[config.mk]
export PLATFORM = sky130hd
export DESIGN_NAME = mlp_input_unpacker
export DESIGN_NICKNAME = d
export VERILOG_FILES = /design/src/rtl/mlp_input_unpacker_pkg.sv /design/src/rtl/mlp_input_unpacker_lane_shifter.sv /design/src/rtl/mlp_input_unpacker.sv
export SDC_FILE = /design/constraint.sdc
export NUM_CORES = 1
export LEC_CHECK = 0
export CAP_MARGIN = 30
export CORE_MARGIN = 2
export CORE_UTILIZATION = 40
export DETAILED_ROUTE_END_ITERATION = 10
export GPL_TIMING_DRIVEN = 0
export SYNTH_ARGS = -nofsm -noshare
export SYNTH_HDL_FRONTEND = slang
export SYNTH_SLANG_ARGS = --single-unit
[constraint.sdc]
create_clock -name clk -period 5.3 [get_ports clk]
set_clock_uncertainty 0.15 [all_clocks]
set_input_delay 1.06 -clock clk [delete_from_list [all_inputs] [get_ports clk]]
set_output_delay 1.06 -clock clk [all_outputs]
set_load 0.01 [all_outputs]
[src/rtl/mlp_input_unpacker_pkg.sv]
// Shared constants and FSM state encoding for the MLP input unpacker.
package mlp_input_unpacker_pkg;

  localparam int unsigned dataWidth       = 16;
  localparam int unsigned numWeightLayer1 = 784;
  localparam int unsigned IN_WIDTH_DEF    = 32;
  localparam int unsigned LANES           = IN_WIDTH_DEF / dataWidth;

  typedef enum logic [2:0] {
    IDLE        = 3'd0,
    STREAM      = 3'd1,
    PAD         = 3'd2,
    DRAIN       = 3'd3,
    WAIT_RESULT = 3'd4
  } state_t;

endpackage

[src/rtl/mlp_input_unpacker_lane_shifter.sv]
// Holds one accepted beat and shifts it out one sample per cycle, lane 0 first.
module lane_shifter #(
  parameter int unsigned IN_WIDTH   = 32,
  parameter int unsigned DATA_WIDTH = 16
) (
  input  logic                                     clk,
  input  logic                                     rst,
  input  logic                                     load,
  input  logic                                     shift,
  input  logic [IN_WIDTH-1:0]                      din,
  output logic [DATA_WIDTH-1:0]                    head,
  output logic [$clog2(IN_WIDTH/DATA_WIDTH+1)-1:0] lanes_left
);

  localparam int unsigned N_LANES = IN_WIDTH / DATA_WIDTH;
  localparam int unsigned LW      = $clog2(N_LANES + 1);

  logic [IN_WIDTH-1:0] buffer;

  // A load in the same cycle as the final shift wins, giving bubble-free beats.
  always_ff @(posedge clk) begin
    if (rst) begin
      buffer     <= '0;
      lanes_left <= '0;
    end else if (load) begin
      buffer     <= din;
      lanes_left <= LW'(N_LANES);
    end else if (shift && lanes_left != '0) begin
      buffer     <= buffer >> DATA_WIDTH;
      lanes_left <= lanes_left - LW'(1);
    end
  end

  assign head = buffer[DATA_WIDTH-1:0];

endmodule

[src/rtl/mlp_input_unpacker.sv]
// AXI-Stream to MLP sample unpacker with exact frame-length enforcement.
// MLP_INPUT_FRAME_GATE_EN: hold off the next frame until frame_done.
module mlp_input_unpacker
  import mlp_input_unpacker_pkg::*;
#(
  parameter int unsigned IN_WIDTH   = 32,
  parameter int unsigned DATA_WIDTH = dataWidth,
  parameter int unsigned FRAME_LEN  = numWeightLayer1
) (
  input  logic                  clk,
  input  logic                  rst,
  input  logic [IN_WIDTH-1:0]   s_axis_tdata,
  input  logic                  s_axis_tvalid,
  output logic                  s_axis_tready,
  input  logic                  s_axis_tlast,
  output logic [DATA_WIDTH-1:0] m_data,
  output logic                  m_valid,
  input  logic                  frame_done,
  input  logic                  err_clr,
  output logic                  busy,
  output logic                  err_len
);

  localparam int unsigned N_LANES = IN_WIDTH / DATA_WIDTH;
  localparam int unsigned BEATS   = FRAME_LEN / N_LANES;
  localparam int unsigned LW      = $clog2(N_LANES + 1);
  localparam int unsigned BW      = $clog2(BEATS + 1);
  localparam int unsigned SW      = $clog2(FRAME_LEN + 1);

`ifdef MLP_INPUT_FRAME_GATE_EN
  localparam state_t FRAME_END = WAIT_RESULT;
`else
  localparam state_t FRAME_END = IDLE;
`endif

  state_t                state, next_state;
  logic [BW-1:0]         beat_cnt;
  logic [SW-1:0]         samp_cnt;
  logic                  last_seen;
  logic [LW-1:0]         lane_cnt;
  logic [DATA_WIDTH-1:0] lane_head;
  logic                  accept_c, load_c, shift_c, pad_c, drain_c;
  logic                  last_lane_c, frame_full_c, err_set_c;
  logic [BW-1:0]         next_beat_c;

  lane_shifter #(
    .IN_WIDTH  (IN_WIDTH),
    .DATA_WIDTH(DATA_WIDTH)
  ) u_lane_shifter (
    .clk       (clk),
    .rst       (rst),
    .load      (load_c),
    .shift     (shift_c),
    .din       (s_axis_tdata),
    .head      (lane_head),
    .lanes_left(lane_cnt)
  );

  assign accept_c     = s_axis_tvalid && s_axis_tready;
  assign load_c       = accept_c && (state == IDLE || state == STREAM);
  assign shift_c      = (state == STREAM || state == DRAIN) && lane_cnt != '0;
  assign pad_c        = (state == PAD);
  assign last_lane_c  = shift_c && lane_cnt == LW'(1);
  assign frame_full_c = (shift_c || pad_c) && samp_cnt == SW'(FRAME_LEN - 1);
  assign next_beat_c  = (state == IDLE) ? BW'(1) : beat_cnt + BW'(1);
  assign drain_c      = !s_axis_tlast && next_beat_c == BW'(BEATS);

  // Ready depends only on registered state and the shifter occupancy.
  always_comb begin
    s_axis_tready = 1'b0;
    if (!rst) begin
      case (state)
        IDLE:    s_axis_tready = 1'b1;
        STREAM:  s_axis_tready = lane_cnt <= LW'(1) && !last_seen && beat_cnt < BW'(BEATS);
        DRAIN:   s_axis_tready = lane_cnt == '0;
        default: s_axis_tready = 1'b0;
      endcase
    end
  end

  always_ff @(posedge clk) begin
    if (rst) state <= IDLE;
    else     state <= next_state;
  end

  always_comb begin
    next_state = state;
    err_set_c  = 1'b0;
    case (state)
      IDLE: begin
        if (accept_c) begin
          next_state = drain_c ? DRAIN : STREAM;
          err_set_c  = drain_c;
        end
      end
      STREAM: begin
        if (accept_c) begin
          if (drain_c) begin
            next_state = DRAIN;
            err_set_c  = 1'b1;
          end
        end else if (last_lane_c && frame_full_c) begin
          next_state = FRAME_END;
        end else if (last_lane_c && last_seen) begin
          next_state = PAD;
          err_set_c  = 1'b1;
        end
      end
      PAD:         if (frame_full_c) next_state = FRAME_END;
      DRAIN:       if (accept_c && s_axis_tlast) next_state = FRAME_END;
      WAIT_RESULT: if (frame_done) next_state = IDLE;
      default:     next_state = IDLE;
    endcase
  end

  // Frame counters, registered outputs and sticky length error (set beats clear).
  always_ff @(posedge clk) begin
    if (rst) begin
      beat_cnt  <= '0;
      samp_cnt  <= '0;
      last_seen <= 1'b0;
      m_valid   <= 1'b0;
      m_data    <= '0;
      busy      <= 1'b0;
      err_len   <= 1'b0;
    end else begin
      if (load_c) begin
        beat_cnt  <= next_beat_c;
        last_seen <= s_axis_tlast;
      end
      if (accept_c && state == IDLE) samp_cnt <= '0;
      else if (shift_c || pad_c)     samp_cnt <= samp_cnt + SW'(1);
      m_valid <= shift_c || pad_c;
      if (shift_c)    m_data <= lane_head;
      else if (pad_c) m_data <= '0;
      busy    <= (next_state != IDLE);
      err_len <= err_set_c || (err_len && !err_clr);
    end
  end

endmodule

==> impl_results.html <==
<table>
<tr><th>Metric</th><th>Value</th></tr>
<tr><th colspan="2">Outcome</th></tr>
<tr><td>Run status</td><td>completed</td></tr>
<tr><th colspan="2">Power</th></tr>
<tr><td>Total power consumption of the routed design</td><td>roughly 1.3 mW</td></tr>
<tr><td>Highest ir drop seen on vdd</td><td>about 0.00014 V</td></tr>
<tr><td>P per Cell Area</td><td>300 nW/µm²</td></tr>
<tr><td>Leakage power summed over all cells</td><td>1.42 nW</td></tr>
<tr><th colspan="2">GRT</th></tr>
<tr><td>Number of antenna violations at the first check in global routing</td><td>0</td></tr>
<tr><td>Remaining Overflow, GRT</td><td>0</td></tr>
<tr><td>Global-route wire length before repair</td><td>14200 µm</td></tr>
<tr><td>Maximum number of pins on one net before global-route repair</td><td>14</td></tr>
<tr><td>Gr usage total</td><td>20.4%</td></tr>
<tr><td>Via count of the first global-routing pass</td><td>2909</td></tr>
<tr><th colspan="2">Min path</th></tr>
<tr><td>Hold WC Path Type</td><td>reg2reg</td></tr>
<tr><td>Worst Hold Path Cells</td><td>2</td></tr>
<tr><td>Hold Path Sink</td><td>u_lane_shifter.buffer[29]</td></tr>
<tr><td>Critical hold path startpoint</td><td>u_lane_shifter.buffer[29]</td></tr>
<tr><th colspan="2">Setup path</th></tr>
<tr><td>Critical path start-end classification</td><td>in2out</td></tr>
<tr><td>RR Endpoint</td><td>busy</td></tr>
<tr><td>Largest fanout of any net on the critical path</td><td>10</td></tr>
<tr><td>Number of cells on the worst reg-to-reg path</td><td>9</td></tr>
<tr><td>Kind of launch point of the worst setup path</td><td>input pin</td></tr>
<tr><td>Arrival time of the worst setup path</td><td>slightly above 3 ns</td></tr>
<tr><td>Endpoint required time on the critical path</td><td>between 4 and 5 ns</td></tr>
<tr><td>Worst reg2reg setup slack</td><td>between 2 and 2.5 ns</td></tr>
<tr><td>Startpoint of the worst-slack reg-to-reg timing path</td><td>u_lane_shifter.lanes_left[0]</td></tr>
<tr><td>Sort of element at the end of the critical path</td><td>output port</td></tr>
<tr><th colspan="2">Logic synthesis</th></tr>
<tr><td>Library cells used by synthesis</td><td>45</td></tr>
<tr><td>Number of synthesized flops with an enable pin</td><td>0</td></tr>
<tr><td>Proportion of synthesized area in mux cells</td><td>0%</td></tr>
<tr><td>Mean cell area of the mapped netlist</td><td>8.13 µm²</td></tr>
<tr><td>Leading cell types by count after synthesis</td><td>dfxtp_1 (76), nand2_1 (68), nor2_1 (53)</td></tr>
<tr><td>Dominant synthesized flop cell</td><td>dfxtp_1</td></tr>
<tr><td>Fraction of registers with async set or reset after synthesis</td><td>0%</td></tr>
<tr><td>Share of the synthesized netlist area taken by xor and xnor gates</td><td>2.69%</td></tr>
<tr><td>Number of warning messages in the yosys log</td><td>0</td></tr>
<tr><td>Mapped Area</td><td>3250 µm²</td></tr>
<tr><td>Simple logic cell fraction of the synthesized area</td><td>25.1%</td></tr>
<tr><td>Dominant combinational cell family by area after synthesis</td><td>simple AND/OR/NAND/NOR gates</td></tr>
<tr><td>Largest cells by area after synthesis</td><td>dfxtp_1 (47%), nand2_1 (7.8%), nor2_1 (6.1%)</td></tr>
<tr><td>Area share of the leading cell type in the synthesized netlist</td><td>46.8%</td></tr>
<tr><td>Compound-Gate Fraction of Synth Area</td><td>19.6%</td></tr>
<tr><td>Post-synthesis instance total</td><td>400</td></tr>
<tr><td>Top-count cell post-synth</td><td>dfxtp_1</td></tr>
<tr><td>Post-synthesis adder-cell area fraction</td><td>1.54%</td></tr>
<tr><td>Flops &amp; latches, synth</td><td>76</td></tr>
<tr><td>Nets in the synthesized netlist</td><td>around 440</td></tr>
<tr><td>Cell taking the most area after synthesis</td><td>dfxtp_1</td></tr>
<tr><td>Sequential element share of the synthesized area</td><td>46.8%</td></tr>
<tr><th colspan="2">Detailed routing</th></tr>
<tr><td>Met1 Routed Length</td><td>4010 µm</td></tr>
<tr><td>Number of DRC violations after detailed-routing iteration 0</td><td>151</td></tr>
<tr><td>Total wirelength of the detailed-routed design</td><td>8480 µm</td></tr>
<tr><td>Via count</td><td>3064</td></tr>
<tr><td>Drt drc</td><td>0</td></tr>
<tr><td>Count of antenna-violating nets left after detailed routing</td><td>0</td></tr>
<tr><td>Pre-antenna DRT Iters</td><td>4</td></tr>
<tr><td>Routed length on met2</td><td>3910 µm</td></tr>
<tr><td>Uppermost routed layer</td><td>met4</td></tr>
<tr><td>Vias per cell</td><td>between 5 and 6</td></tr>
<tr><td>Avg WL per Cell</td><td>14.8 µm</td></tr>
<tr><td>Wire length on met3</td><td>~450 µm</td></tr>
<tr><th colspan="2">Timing</th></tr>
<tr><td>Finish-stage setup viols</td><td>0</td></tr>
<tr><td>Total count of max-transition violations in the final report</td><td>0</td></tr>
<tr><td>Hold slack</td><td>0.320 ns</td></tr>
<tr><td>Slew of the pin with the lowest slew margin</td><td>1.05 ns</td></tr>
<tr><td>Unrepaired setup endpoints after global routing</td><td>false</td></tr>
<tr><td>Post-route setup TNS</td><td>0 ns</td></tr>
<tr><td>Period Utilization, post-route</td><td>80.0%</td></tr>
<tr><td>Achievable frequency</td><td>~240 MHz</td></tr>
<tr><td>Rel. slew slack</td><td>29.7%</td></tr>
<tr><td>Minimum period implied by the final worst setup slack</td><td>4.24 ns</td></tr>
<tr><td>Number of failing hold endpoints at the final stage</td><td>0</td></tr>
<tr><th colspan="2">Placed design</th></tr>
<tr><td>Half-perimeter wire length after placement</td><td>6100 µm</td></tr>
<tr><td>RD Place Congestion</td><td>0.809</td></tr>
<tr><td>Placed cell area</td><td>3950 µm²</td></tr>
<tr><td>IO Port Bufs</td><td>57</td></tr>
<tr><th colspan="2">Clock network</th></tr>
<tr><td>Number of levels the H-tree was split into</td><td>3</td></tr>
<tr><td>Post CTS Setup Buffer Count</td><td>0</td></tr>
<tr><td>Worst-skew pair later-pin latency</td><td>0.35 ns</td></tr>
<tr><td>Count of instances resized after the clock tree is built</td><td>0</td></tr>
<tr><td>Number of buffers inserted for hold repair after clock tree synthesis</td><td>0</td></tr>
<tr><td>Buffers from clock root to sink, at most</td><td>2</td></tr>
<tr><td>Root Buffer Master</td><td>clkbuf_8</td></tr>
<tr><td>Clock tree from TritonCTS</td><td>done</td></tr>
<tr><td>Clock buffer count from CTS</td><td>9</td></tr>
<tr><td>Reg clk slew, reported paths</td><td>roughly 0.070 ns</td></tr>
<tr><td>Clock tree sinks</td><td>76</td></tr>
<tr><th colspan="2">Floorplan</th></tr>
<tr><td>Boundary Pins</td><td>58</td></tr>
<tr><td>Core ar.</td><td>7810 µm²</td></tr>
<tr><td>Die Ht</td><td>~94 µm</td></tr>
<tr><td>Initial core utilization</td><td>41.7%</td></tr>
<tr><td>Die area</td><td>approximately 8900 µm²</td></tr>
<tr><td>Die Width</td><td>about 94 µm</td></tr>
<tr><td>Std cell rows</td><td>32</td></tr>
<tr><th colspan="2">Cells and area</th></tr>
<tr><td>Area growth syn-to-layout</td><td>28.7%</td></tr>
<tr><td>Post-route cell area</td><td>4190 µm²</td></tr>
<tr><td>Net count reported at finish</td><td>510</td></tr>
<tr><td>Fraction of layout cells with a size suffix above 1</td><td>4.24%</td></tr>
<tr><td>ANT cells</td><td>0</td></tr>
<tr><th colspan="2">Run</th></tr>
<tr><td>Count of max-cap constraint violations</td><td>0</td></tr>
</table>
## power breakdown
group / switching (mW) / leakage (nW) / internal (mW)
clock network: 0.221 / 0.120 / 0.312
logic: 0.0672 / 0.680 / 0.0541
registers: 0.0111 / 0.618 / 0.591
total: 0.299 / 1.42 / 0.957
## worst max-delay path, cell delays in order
cell and delay, ns:
clkdlybuf4s50_1 0.53, clkbuf_1 0.37, clkbuf_1 0.47, nor2_1 0.10, clkdlybuf4s50_1 0.49
## sequential cells by signal, indices dropped and copies added, names as in the netlist, 2 cells and up
signal and flops:
samp_cnt 10, state 3, u_lane_shifter.buffer 32, u_lane_shifter.lanes_left 2
beat_cnt 9, m_data 16
## routing by layer
layer | global-route usage (%) | up-vias
met5 | 0 | -
met2 | 32.4 | 79
met3 | 3.61 | 11
met1 | 28.0 | 1422
met4 | 6.64 | 0
li1 | - | 1552
## cell type report
| type | count | area, µm² |
|---|---|---|
| repair buffers | 57 | 571 |
| multi-input cells | 290 | 1590 |
| clock inverters | 6 | 113 |
| plain buffers | 29 | 120 |
| clock buffers | 9 | 124 |
| inverters | 5 | 18.8 |
| fillers | 767 | 3620 |
| flip-flops and latches | 76 | 1520 |
| well taps | 102 | 128 |
## worst max path at each step
stage	startpoint	end	slack, ns	depth (start not counted)
2_1_floorplan	rst	s_axis_tready	2.37	3
3_3_place_gp	rst	s_axis_tready	1.03	5
3_5_place_dp	rst	s_axis_tready	1.02	5
4_1_cts	rst	s_axis_tready	1.03	5
5_1_grt	rst	s_axis_tready	0.91	5
6_report	rst	s_axis_tready	1.06	5
## per-stage QoR
stage               worst slack (ns)  util, %  cells
finish                          1.06     53.6    574
global route                   0.907     53.6    574
CTS                             1.03     53.6    574
detailed placement              1.02     50.6    559
global placement                1.03     50.6    559
floorplan                       2.37        -    400
## logic make-up (layout without fill, tap and decap cells)
family / count (synthesis) / in the layout
AOI/OAI and AO/OA: 96 / 96
xor gates and xnor gates: 10 / 10
adders and majority gates: 4 / 4
buffers and inverters: 34 / 106
DFF: 76 / 76
and+or+nand+nor: 180 / 180
## cells in the final DEF, fill, tap and decap left out, drive strengths merged, types with 8 or more instances in the layout
cell / count
dfxtp: 76
nand2: 68
clkdlybuf4s50: 57
nor2: 53
a21oi: 37
clkbuf: 34
nand3: 23
a311oi: 16
a22oi: 16
o21ai: 11
or3: 8
Note: power is estimated with default switching activity, not from simulation.
